===== config.mk =====
export PLATFORM = sky130hd
export DESIGN_NAME = tri_setup
export DESIGN_NICKNAME = d
export VERILOG_FILES = /design/src/rtl/tri_pkg.sv /design/src/rtl/tri_edge_coef.sv /design/src/rtl/tri_setup.sv
export SDC_FILE = /design/constraint.sdc
export NUM_CORES = 2
export LEC_CHECK = 0
export CAP_MARGIN = 20
export CORE_ASPECT_RATIO = 1.4
export CORE_MARGIN = 2
export CORE_UTILIZATION = 60
export DETAILED_ROUTE_END_ITERATION = 8
export PLACE_DENSITY = 0.93
export RECOVER_POWER = 50
export SLEW_MARGIN = 30
export SYNTH_ARGS = -nofsm -noshare
export SYNTH_HDL_FRONTEND = slang
export SYNTH_SLANG_ARGS = --single-unit

===== constraint.sdc =====
create_clock -name CLK -period 21.6 [get_ports CLK]
set_input_delay 5.4 -clock CLK [delete_from_list [all_inputs] [get_ports CLK]]
set_output_delay 5.4 -clock CLK [all_outputs]
set_load 0.05 [all_outputs]

===== src/rtl/tri_pkg.sv =====
// rtl/tri_pkg.sv - vertex field layout, coefficient widths and FSM encoding for tri_setup
package tri_pkg;

   localparam int DW_VERTEX = 64;
   localparam int X_LSB     = 0;
   localparam int Y_LSB     = 16;
   localparam int ATTR_LSB  = 32;
   localparam int COORD_W   = 16;
   localparam int ATTR_W    = 32;

   localparam int AB_W   = 17;
   localparam int C_W    = 33;
   localparam int AREA_W = 35;

   typedef enum logic [2:0] {
      S_IDLE = 3'd0,
      S_E0   = 3'd1,
      S_E1   = 3'd2,
      S_E2   = 3'd3,
      S_AREA = 3'd4,
      S_BBOX = 3'd5,
      S_OUT  = 3'd6
   } tri_state_t;

   function automatic logic [COORD_W-1:0] min3(input logic [COORD_W-1:0] a,
                                               input logic [COORD_W-1:0] b,
                                               input logic [COORD_W-1:0] c);
      logic [COORD_W-1:0] m;
      m = (a < b) ? a : b;
      return (m < c) ? m : c;
   endfunction

   function automatic logic [COORD_W-1:0] max3(input logic [COORD_W-1:0] a,
                                               input logic [COORD_W-1:0] b,
                                               input logic [COORD_W-1:0] c);
      logic [COORD_W-1:0] m;
      m = (a > b) ? a : b;
      return (m > c) ? m : c;
   endfunction

endpackage


===== src/rtl/tri_edge_coef.sv =====
// rtl/tri_edge_coef.sv - combinational edge-function coefficients A/B/C for edge a->b
module tri_edge_coef
   import tri_pkg::*;
(
   input  logic [COORD_W-1:0]    xa,
   input  logic [COORD_W-1:0]    ya,
   input  logic [COORD_W-1:0]    xb,
   input  logic [COORD_W-1:0]    yb,
   output logic signed [AB_W-1:0] a,
   output logic signed [AB_W-1:0] b,
   output logic signed [C_W-1:0]  c
);

   logic [2*COORD_W-1:0] p_ab;
   logic [2*COORD_W-1:0] p_ba;

   assign p_ab = (2*COORD_W)'(xa) * (2*COORD_W)'(yb);
   assign p_ba = (2*COORD_W)'(xb) * (2*COORD_W)'(ya);

   // One extra bit on every difference keeps the signed result exact
   assign a = $signed({1'b0, ya} - {1'b0, yb});
   assign b = $signed({1'b0, xb} - {1'b0, xa});
   assign c = $signed({1'b0, p_ab} - {1'b0, p_ba});

endmodule


===== src/rtl/tri_setup.sv =====
// rtl/tri_setup.sv - triangle setup engine; TRI_SETUP_CULL_EN selects back-face drop instead of winding flip
module tri_setup
   import tri_pkg::*;
#(
   parameter int SCREEN_W = 640,
   parameter int SCREEN_H = 480
) (
   input  logic                    CLK,
   input  logic                    rst_n,
   input  logic                    tri_start,
   input  logic [DW_VERTEX-1:0]    tri_v0,
   input  logic [DW_VERTEX-1:0]    tri_v1,
   input  logic [DW_VERTEX-1:0]    tri_v2,
   output logic                    vt_ready,
   output logic                    busy,
   output logic                    rs_valid,
   input  logic                    rs_ready,
   output logic signed [AB_W-1:0]  rs_a0,
   output logic signed [AB_W-1:0]  rs_a1,
   output logic signed [AB_W-1:0]  rs_a2,
   output logic signed [AB_W-1:0]  rs_b0,
   output logic signed [AB_W-1:0]  rs_b1,
   output logic signed [AB_W-1:0]  rs_b2,
   output logic signed [C_W-1:0]   rs_c0,
   output logic signed [C_W-1:0]   rs_c1,
   output logic signed [C_W-1:0]   rs_c2,
   output logic signed [AREA_W-1:0] rs_area2,
   output logic [COORD_W-1:0]      rs_xmin,
   output logic [COORD_W-1:0]      rs_xmax,
   output logic [COORD_W-1:0]      rs_ymin,
   output logic [COORD_W-1:0]      rs_ymax,
   output logic [ATTR_W-1:0]       rs_attr0,
   output logic [ATTR_W-1:0]       rs_attr1,
   output logic [ATTR_W-1:0]       rs_attr2,
   output logic [15:0]             drop_cnt
);

   localparam logic [COORD_W-1:0] X_LAST = COORD_W'(SCREEN_W - 1);
   localparam logic [COORD_W-1:0] Y_LAST = COORD_W'(SCREEN_H - 1);

   tri_state_t state, state_nxt;

   logic [DW_VERTEX-1:0]    v_q [3];
   logic [DW_VERTEX-1:0]    va, vb;
   logic signed [AB_W-1:0]  e_a, e_b;
   logic signed [C_W-1:0]   e_c;
   logic signed [AB_W-1:0]  a_q [3];
   logic signed [AB_W-1:0]  b_q [3];
   logic signed [C_W-1:0]   c_q [3];
   logic signed [AREA_W-1:0] area_sum, area_q;
   logic [COORD_W-1:0]      xmin_c, xmax_c, ymin_c, ymax_c;
   logic [COORD_W-1:0]      xmin_q, xmax_q, ymin_q, ymax_q;
   logic                    area_zero, area_neg, area_flip, cull_drop, offscreen;
   logic                    drop_now, done_now, vt_q;
   logic [15:0]             drop_q;

   always_comb begin
      va = v_q[0];
      vb = v_q[1];
      case (state)
         S_E1: begin va = v_q[1]; vb = v_q[2]; end
         S_E2: begin va = v_q[2]; vb = v_q[0]; end
         default: ;
      endcase
   end

   tri_edge_coef u_edge (
      .xa (va[X_LSB +: COORD_W]),
      .ya (va[Y_LSB +: COORD_W]),
      .xb (vb[X_LSB +: COORD_W]),
      .yb (vb[Y_LSB +: COORD_W]),
      .a  (e_a),
      .b  (e_b),
      .c  (e_c)
   );

   assign area_sum  = {{2{c_q[0][C_W-1]}}, c_q[0]}
                    + {{2{c_q[1][C_W-1]}}, c_q[1]}
                    + {{2{c_q[2][C_W-1]}}, c_q[2]};
   assign area_zero = (area_sum == '0);
   assign area_neg  = area_sum[AREA_W-1];

`ifdef TRI_SETUP_CULL_EN
   assign area_flip = 1'b0;
   assign cull_drop = area_neg;
`else
   assign area_flip = area_neg;
   assign cull_drop = 1'b0;
`endif

   assign xmin_c = min3(v_q[0][X_LSB +: COORD_W], v_q[1][X_LSB +: COORD_W], v_q[2][X_LSB +: COORD_W]);
   assign xmax_c = max3(v_q[0][X_LSB +: COORD_W], v_q[1][X_LSB +: COORD_W], v_q[2][X_LSB +: COORD_W]);
   assign ymin_c = min3(v_q[0][Y_LSB +: COORD_W], v_q[1][Y_LSB +: COORD_W], v_q[2][Y_LSB +: COORD_W]);
   assign ymax_c = max3(v_q[0][Y_LSB +: COORD_W], v_q[1][Y_LSB +: COORD_W], v_q[2][Y_LSB +: COORD_W]);
   assign offscreen = (xmin_c > X_LAST) || (ymin_c > Y_LAST);

   always_comb begin
      state_nxt = state;
      drop_now  = 1'b0;
      done_now  = 1'b0;
      case (state)
         S_IDLE: if (tri_start) state_nxt = S_E0;
         S_E0:   state_nxt = S_E1;
         S_E1:   state_nxt = S_E2;
         S_E2:   state_nxt = S_AREA;
         S_AREA: begin
            if (area_zero || cull_drop) begin
               drop_now  = 1'b1;
               state_nxt = S_IDLE;
            end else begin
               state_nxt = S_BBOX;
            end
         end
         S_BBOX: begin
            if (offscreen) begin
               drop_now  = 1'b1;
               state_nxt = S_IDLE;
            end else begin
               state_nxt = S_OUT;
            end
         end
         S_OUT: begin
            if (rs_ready) begin
               done_now  = 1'b1;
               state_nxt = S_IDLE;
            end
         end
         default: state_nxt = S_IDLE;
      endcase
   end

   always_ff @(posedge CLK or negedge rst_n) begin
      if (!rst_n) begin
         state  <= S_IDLE;
         vt_q   <= 1'b0;
         drop_q <= '0;
      end else begin
         state <= state_nxt;
         vt_q  <= drop_now || done_now;
         if (drop_now && drop_q != 16'hFFFF) drop_q <= drop_q + 16'd1;
      end
   end

   always_ff @(posedge CLK or negedge rst_n) begin
      if (!rst_n) begin
         for (int i = 0; i < 3; i++) begin
            v_q[i] <= '0;
            a_q[i] <= '0;
            b_q[i] <= '0;
            c_q[i] <= '0;
         end
         area_q <= '0;
         xmin_q <= '0;
         xmax_q <= '0;
         ymin_q <= '0;
         ymax_q <= '0;
      end else begin
         if (state == S_IDLE && tri_start) begin
            v_q[0] <= tri_v0;
            v_q[1] <= tri_v1;
            v_q[2] <= tri_v2;
         end
         case (state)
            S_E0: begin a_q[0] <= e_a; b_q[0] <= e_b; c_q[0] <= e_c; end
            S_E1: begin a_q[1] <= e_a; b_q[1] <= e_b; c_q[1] <= e_c; end
            S_E2: begin a_q[2] <= e_a; b_q[2] <= e_b; c_q[2] <= e_c; end
            S_AREA: begin
               // Flipping the winding keeps every emitted triangle's area positive
               area_q <= area_flip ? -area_sum : area_sum;
               if (area_flip) begin
                  for (int i = 0; i < 3; i++) begin
                     a_q[i] <= -a_q[i];
                     b_q[i] <= -b_q[i];
                     c_q[i] <= -c_q[i];
                  end
               end
            end
            S_BBOX: begin
               xmin_q <= xmin_c;
               ymin_q <= ymin_c;
               xmax_q <= (xmax_c > X_LAST) ? X_LAST : xmax_c;
               ymax_q <= (ymax_c > Y_LAST) ? Y_LAST : ymax_c;
            end
            default: ;
         endcase
      end
   end

   assign vt_ready = vt_q;
   assign busy     = (state != S_IDLE) || vt_q;
   assign rs_valid = (state == S_OUT);
   assign drop_cnt = drop_q;

   assign rs_a0 = a_q[0];
   assign rs_a1 = a_q[1];
   assign rs_a2 = a_q[2];
   assign rs_b0 = b_q[0];
   assign rs_b1 = b_q[1];
   assign rs_b2 = b_q[2];
   assign rs_c0 = c_q[0];
   assign rs_c1 = c_q[1];
   assign rs_c2 = c_q[2];
   assign rs_area2 = area_q;
   assign rs_xmin  = xmin_q;
   assign rs_xmax  = xmax_q;
   assign rs_ymin  = ymin_q;
   assign rs_ymax  = ymax_q;
   assign rs_attr0 = v_q[0][ATTR_LSB +: ATTR_W];
   assign rs_attr1 = v_q[1][ATTR_LSB +: ATTR_W];
   assign rs_attr2 = v_q[2][ATTR_LSB +: ATTR_W];

endmodule


# Word-level counts from Yosys, hierarchy flattened

Cells that the tools add are included.

Flip-flop bits (word level): 512
Bits in latches: 0
Memory bits (writable): 0
Memory bits (read-only): 0
Word-level logic and storage cells: 110
Memories: 0

Add/sub/neg operators: 16
Multiply operators: 2
Div/mod/pow operators: 0
$lt $le $gt $ge: 12
Equality and inequality tests: 10
Shifts and indexed selects: 0
Muxes and demuxes: 35
Bitwise operators: 0
Reduce and logical (&&, ||, !) cells: 15

Operator list:

| cell                  | number |
|---|---|
| $pmux 17 s2           | 6 |
| $pmux 33 s2           | 3 |
| $mux 16               | 10 |
| $pmux 32 s2           | 2 |
| $mux 51               | 2 |
| $neg 17->17           | 6 |
| $mux 99               | 1 |
| $neg 33->33           | 3 |
| $gt 16x16->1          | 4 |
| $lt 16x16->1          | 4 |
| $mul 16x16->32        | 2 |
| $add 34x33->35        | 1 |
| $logic_not 35->1      | 1 |
| $mux 35               | 1 |
| $neg 35->35           | 1 |
| $add 33x33->34        | 1 |
| $sub 16x16->17        | 2 |
| $sub 32x32->33        | 1 |
| $gt 16x10->1 const B  | 2 |
| $gt 16x9->1 const B   | 2 |
| $pmux 3 s7            | 1 |
| $add 16x1->16 const B | 1 |
| $ne 16x16->1 const B  | 1 |
| $mux 3                | 4 |
| 13 further kinds      | 28 |

# Depth between registers and ports, before layout

Depth after elaboration: 9
Gate-level depth with buffers: 35

# By module

Synthesis repeated with hierarchy kept, for this count alone.

Cell total of the unflattened synthesis: 5904
Area total of the unflattened synthesis: 51728.4 µm²

Modules (own cells, without submodules):

| module        | times used | cells an instance | area each (µm²) | sequential area each (µm²) |
|---|---|---|---|---|
| tri_setup     | 1          | 3700              | 32860.3         | 12812.3 |
| tri_edge_coef | 1          | 2204              | 18868.1         | 0.0 |

# Least setup slack after synthesis

Ideal clock, no wire load.

Path kind: reg2reg
From: reg state[0]
To: reg c_q, in the netlist rs_c1[25]
Arrival: 8801 ps
Data required time: 21479 ps
Slack: 12678 ps
Cell stages (with the launch flop): 34
Path through: dfrtp_1 > clkbuf_1 > clkbuf_1 > clkbuf_1 > mux2i_1 > nor2_1 > a21oi_1 > clkbuf_1 > nor2_1 > fa_1 > inv_1 > fa_1 > fa_1 > inv_1 > ha_1 > inv_1 > fa_1 > inv_1 > fa_1 > fa_1 > inv_1 > fa_1 > inv_1 > ha_1 > o21ai_0 > a21boi_0 > o311a_1 > o211a_1 > o41ai_1 > a21oi_1 > a31oi_1 > xor2_1 > o21ai_0 > a22o_1

Cells in the longest elaborated chain, start to end: 5
Elaborated cells between the ends (all ways): 12
Those cells by class: 1 x add/sub; 2 x mul; 4 x eq/ne; 3 x mux; 2 x reduce/logical

Ends and longest elaborated chain:

| element                           | line                                     | source |
|---|---|---|
| start, declared                   | tri_setup.sv:41                          | `tri_state_t state, state_nxt;` |
| start signal, assigned            | tri_setup.sv:138                         | `state <= state_nxt;` |
| $eq 3x2->1 (on tied branches)     | tri_setup.sv:60, tri_setup.sv:163        |  |
| $pmux 32 s2                       | tri_setup.sv:60                          | `case (state)` |
| $mul 16x16->32 (on tied branches) | tri_edge_coef.sv:17, tri_edge_coef.sv:18 |  |
| $sub 32x32->33                    | tri_edge_coef.sv:23                      | `assign c = $signed({1'b0, p_ab} - {1'b0, p_ba});` |
| $pmux 33 s2                       | tri_setup.sv:163                         | `case (state)` |
| end signal, assigned by index     | tri_setup.sv:174                         | `c_q[i] <= -c_q[i];` |
| end, declared                     | tri_setup.sv:49                          | `logic signed [C_W-1:0] c_q [3];` |

Parallel ways exist; a longest one is shown, timed or not.
A chain may end at the register's enable or synchronous reset.

# Worst setup path in the final report

From: in tri_start
To: reg v_q[75] in the netlist's numbering

Cells in the longest elaborated chain, start to end: 1

Ends and longest elaborated chain:

| element           | line             | source |
|---|---|---|
| start, declared   | tri_setup.sv:10  | `input logic tri_start,` |
| $logic_and 1x1->1 | tri_setup.sv:158 | `if (state == S_IDLE && tri_start) begin` |
| end, declared     | tri_setup.sv:43  | `logic [DW_VERTEX-1:0] v_q [3];` |

No other way between the ends.

==> out/metrics.cfg <==
[status]
status = finished, violations left
violations = max-capacitance violations, max-slew violations

[critical_path]
worstPathCellList = dlygate4sd3_1 -> and3_1 -> clkbuf_1 -> nand2_1 -> o21ai_0
cp_num_buf_inv = 2
cp_max_fo = 199
worstPathRequired_ns = 22.07
r2r_slack_ns = 7.45
critPathLaunchType = input pin
end_kind = register
arrival_ns = 15.81
crit_family = buffers and inverters
path_class = in2reg
crit_slowest_cell = clkbuf_1
max_stage_delay_ns = 6.15

[grt]
grt_pass1_wl_um = 281200
antenna_found_initial = 6
grtUsageTotal = 0.4197
grt-ovfl-total = 0
grt_max_degree = 200
grt_pass1_vias = 49073

[yosys]
synth.ff_latch_count = 512
yosysWarnings = 0
yosysTopAreaCellShare = 0.2507
syn_inst = 5885
ys.flop_type = dfrtp_1
netlist_area_um2 = 51100
synth.area.top_cells = dfrtp_1, fa_1, ha_1
synthArstFlopShare = 1.000
yosysUniqueCellTypes = 78
synth_edf_count = 0
synth_nets = 6938
synth_top_area_cell = dfrtp_1
avgSynthCellArea_um2 = 8.684
ys_seq_area_frac = 0.2507

[floorplan]
initial_core_util = 0.6059
row_count = 126
core_um2 = 84340
dieWidth_um = 250.7
die_h_um = 349.3
pin_count = 611
die_area_um2 = 87560

[final_layout]
layout-drive-gt1-share = 0.05877
final_util = 0.7047
nNetsFinal = 7324
area_growth_pct = 16.30

[sta]
rsz0062_at_grt = no
slew_headroom = -4.947
timing.fmax_mhz = 65.19
min_period_over_period = 0.7102
final-max-slew-violation-count = 1045
setup_viol = 0
fin_tns_setup_ns = 0
timing.hold.ws_ns = 0.4717
hold_viol = 0
tightestPinTransition_ns = 8.921
min_period_ns = 15.34
finalClockSkew_ns = 0.03169

[clock_network]
clk_pin_slew_worst_paths_ns = 0.09
cts_sinks = 512
ctsResizeCount = 0
cts_buffers = 55
clkLatencyLatePin_ns = 0.65
htree_levels = 2
cts_root_buf = clkbuf_16
cts_tree = yes
cts_max_path_buffers = 3
ctsHoldBuffers = 0
cts_setup_buffers = 0

[route]
first_iter_violations = 4767
via_per_inst = 6.390
postRouteAntennaNets = 0
wirelength_um = 184000
avgRoutedWirePerCell_um = 24.86
post-route-drc-count = 0
dr.pass1.iters = 6
route.vias.total = 47315

[flow_run]
cap_violations = 15

[place]
gp_congestion = 1.050
place_hpwl_um = 143100
port-buffer-count = 610

[min_path]
min_path_type = reg2reg

==> routing by layer <==
metal / global-route usage / share of wire / up-vias / wire (µm)
li1: - / - / 20424 / -
met2: 0.6958 / 0.47 / 3021 / 86390
met3: 0.1020 / 0.10 / 972 / 18410
met1: 0.4563 / 0.33 / 22894 / 60590
met5: 0 / 0.00014 / - / 25
met4: 0.3488 / 0.10 / 4 / 18620
==> synth_stat cells, types with 23 or more instances <==
library cell	instances
a211oi_1	36
a21o_1	74
a21oi_1	234
a22o_1	44
a31oi_1	60
and2_1	31
and3_1	26
buf_4	96
clkbuf_1	252
dfrtp_1	512
fa_1	488
ha_1	369
inv_1	737
mux2_2	166
mux2i_1	85
nand2_1	702
nand2b_1	41
nand3_1	60
nand4_1	34
nor2_1	538
nor3_1	158
nor4_1	40
o211ai_1	24
o21a_1	63
o21ai_0	484
o21ai_1	24
o31a_1	30
o31ai_1	49
or2_2	23
or3_1	59
xnor2_1	48
xor2_1	58
==> cell families (layout without fill, tap and decap cells) <==
kind of cell | Yosys count | in the layout | synth area share
compound gates | 1272 | 1272 | 0.1539
xor+xnor | 106 | 106 | 0.01817
fa+ha+maj | 857 | 857 | 0.2815
buf+inv | 1111 | 1539 | 0.08868
flops | 512 | 512 | 0.2507
mux | 251 | 251 | 0.05323
other cells | 0 | 3 | 0
simple gates | 1776 | 1776 | 0.1538
==> metrics by stage <==
stage | std cells | worst slack [ns] | cell area (µm²)
after detailed placement | 7301 | 11.05 | 57620
after global placement | 7300 | 10.77 | 57580
after floorplan | 5885 | 12.68 | 51100
after global routing | 7402 | 5.401 | 59430
final | 7404 | 6.259 | 59440
after CTS | 7400 | 11.03 | 59520
==> area by class of cell <==
type                       count  area (µm²)
tap                         1088        1361
antenna                        3       7.507
multi-input combinational   4262       33900
sequential                   512       12820
clock inverter                25       360.3
clock buffer                  74        1538
timing repair buffer         685        6620
inverter                     755        2834
fill                        6167       24910
==> registers in the layout, summed over array words and instances, names as in the netlist, 32 cells and up <==
name / count
rs_c2: 33
rs_attr2: 32
rs_attr0: 32
rs_c0: 33
v_q: 96
rs_attr1: 32
rs_area2: 35
rs_c1: 33
==> worst reg2reg max path, delay by kind of cell (launching register included) <==
kind	cells	cell delay, ns
adder cells (fa/ha/maj)	9	4.13
AO/OA/AOI/OAI	8	3.71
buffers and inverters	10	3.53
AND/OR/NAND/NOR	3	1.91
flip-flops	1	0.47
XOR/XNOR	1	0.11
==> cells in the final DEF, fill, tap and decap left out, drive strengths merged, types with 62 or more instances in the layout <==
cell type | Yosys | final
fa | 488 | 488
mux2 | 166 | 166
o21ai | 508 | 508
or3 | 62 | 62
a21oi | 234 | 234
nor2 | 538 | 538
dfrtp | 512 | 512
clkbuf | 252 | 95
inv | 740 | 745
mux2i | 85 | 85
nor3 | 158 | 158
ha | 369 | 369
o21a | 63 | 63
a21o | 74 | 74
nand2 | 702 | 702
clkdlybuf4s50 | 0 | 583
==> worst paths after layout <==
kind	from	to	depth (start not counted)
worst max-delay path	tri_start	v_q[75]	5
worst min-delay path	rs_area2[29]	rs_area2[29]	2
worst max register to register	state[2]	rs_c1[32]	31
worst min register to register	rs_area2[29]	rs_area2[29]	2
max in group asynchronous	rst_n	state[0]	3
min in group asynchronous	rst_n	rs_xmax[3]	1
Power is not shown: default switching activity piles up to over one toggle a cycle in this logic, so the estimate is an artifact.
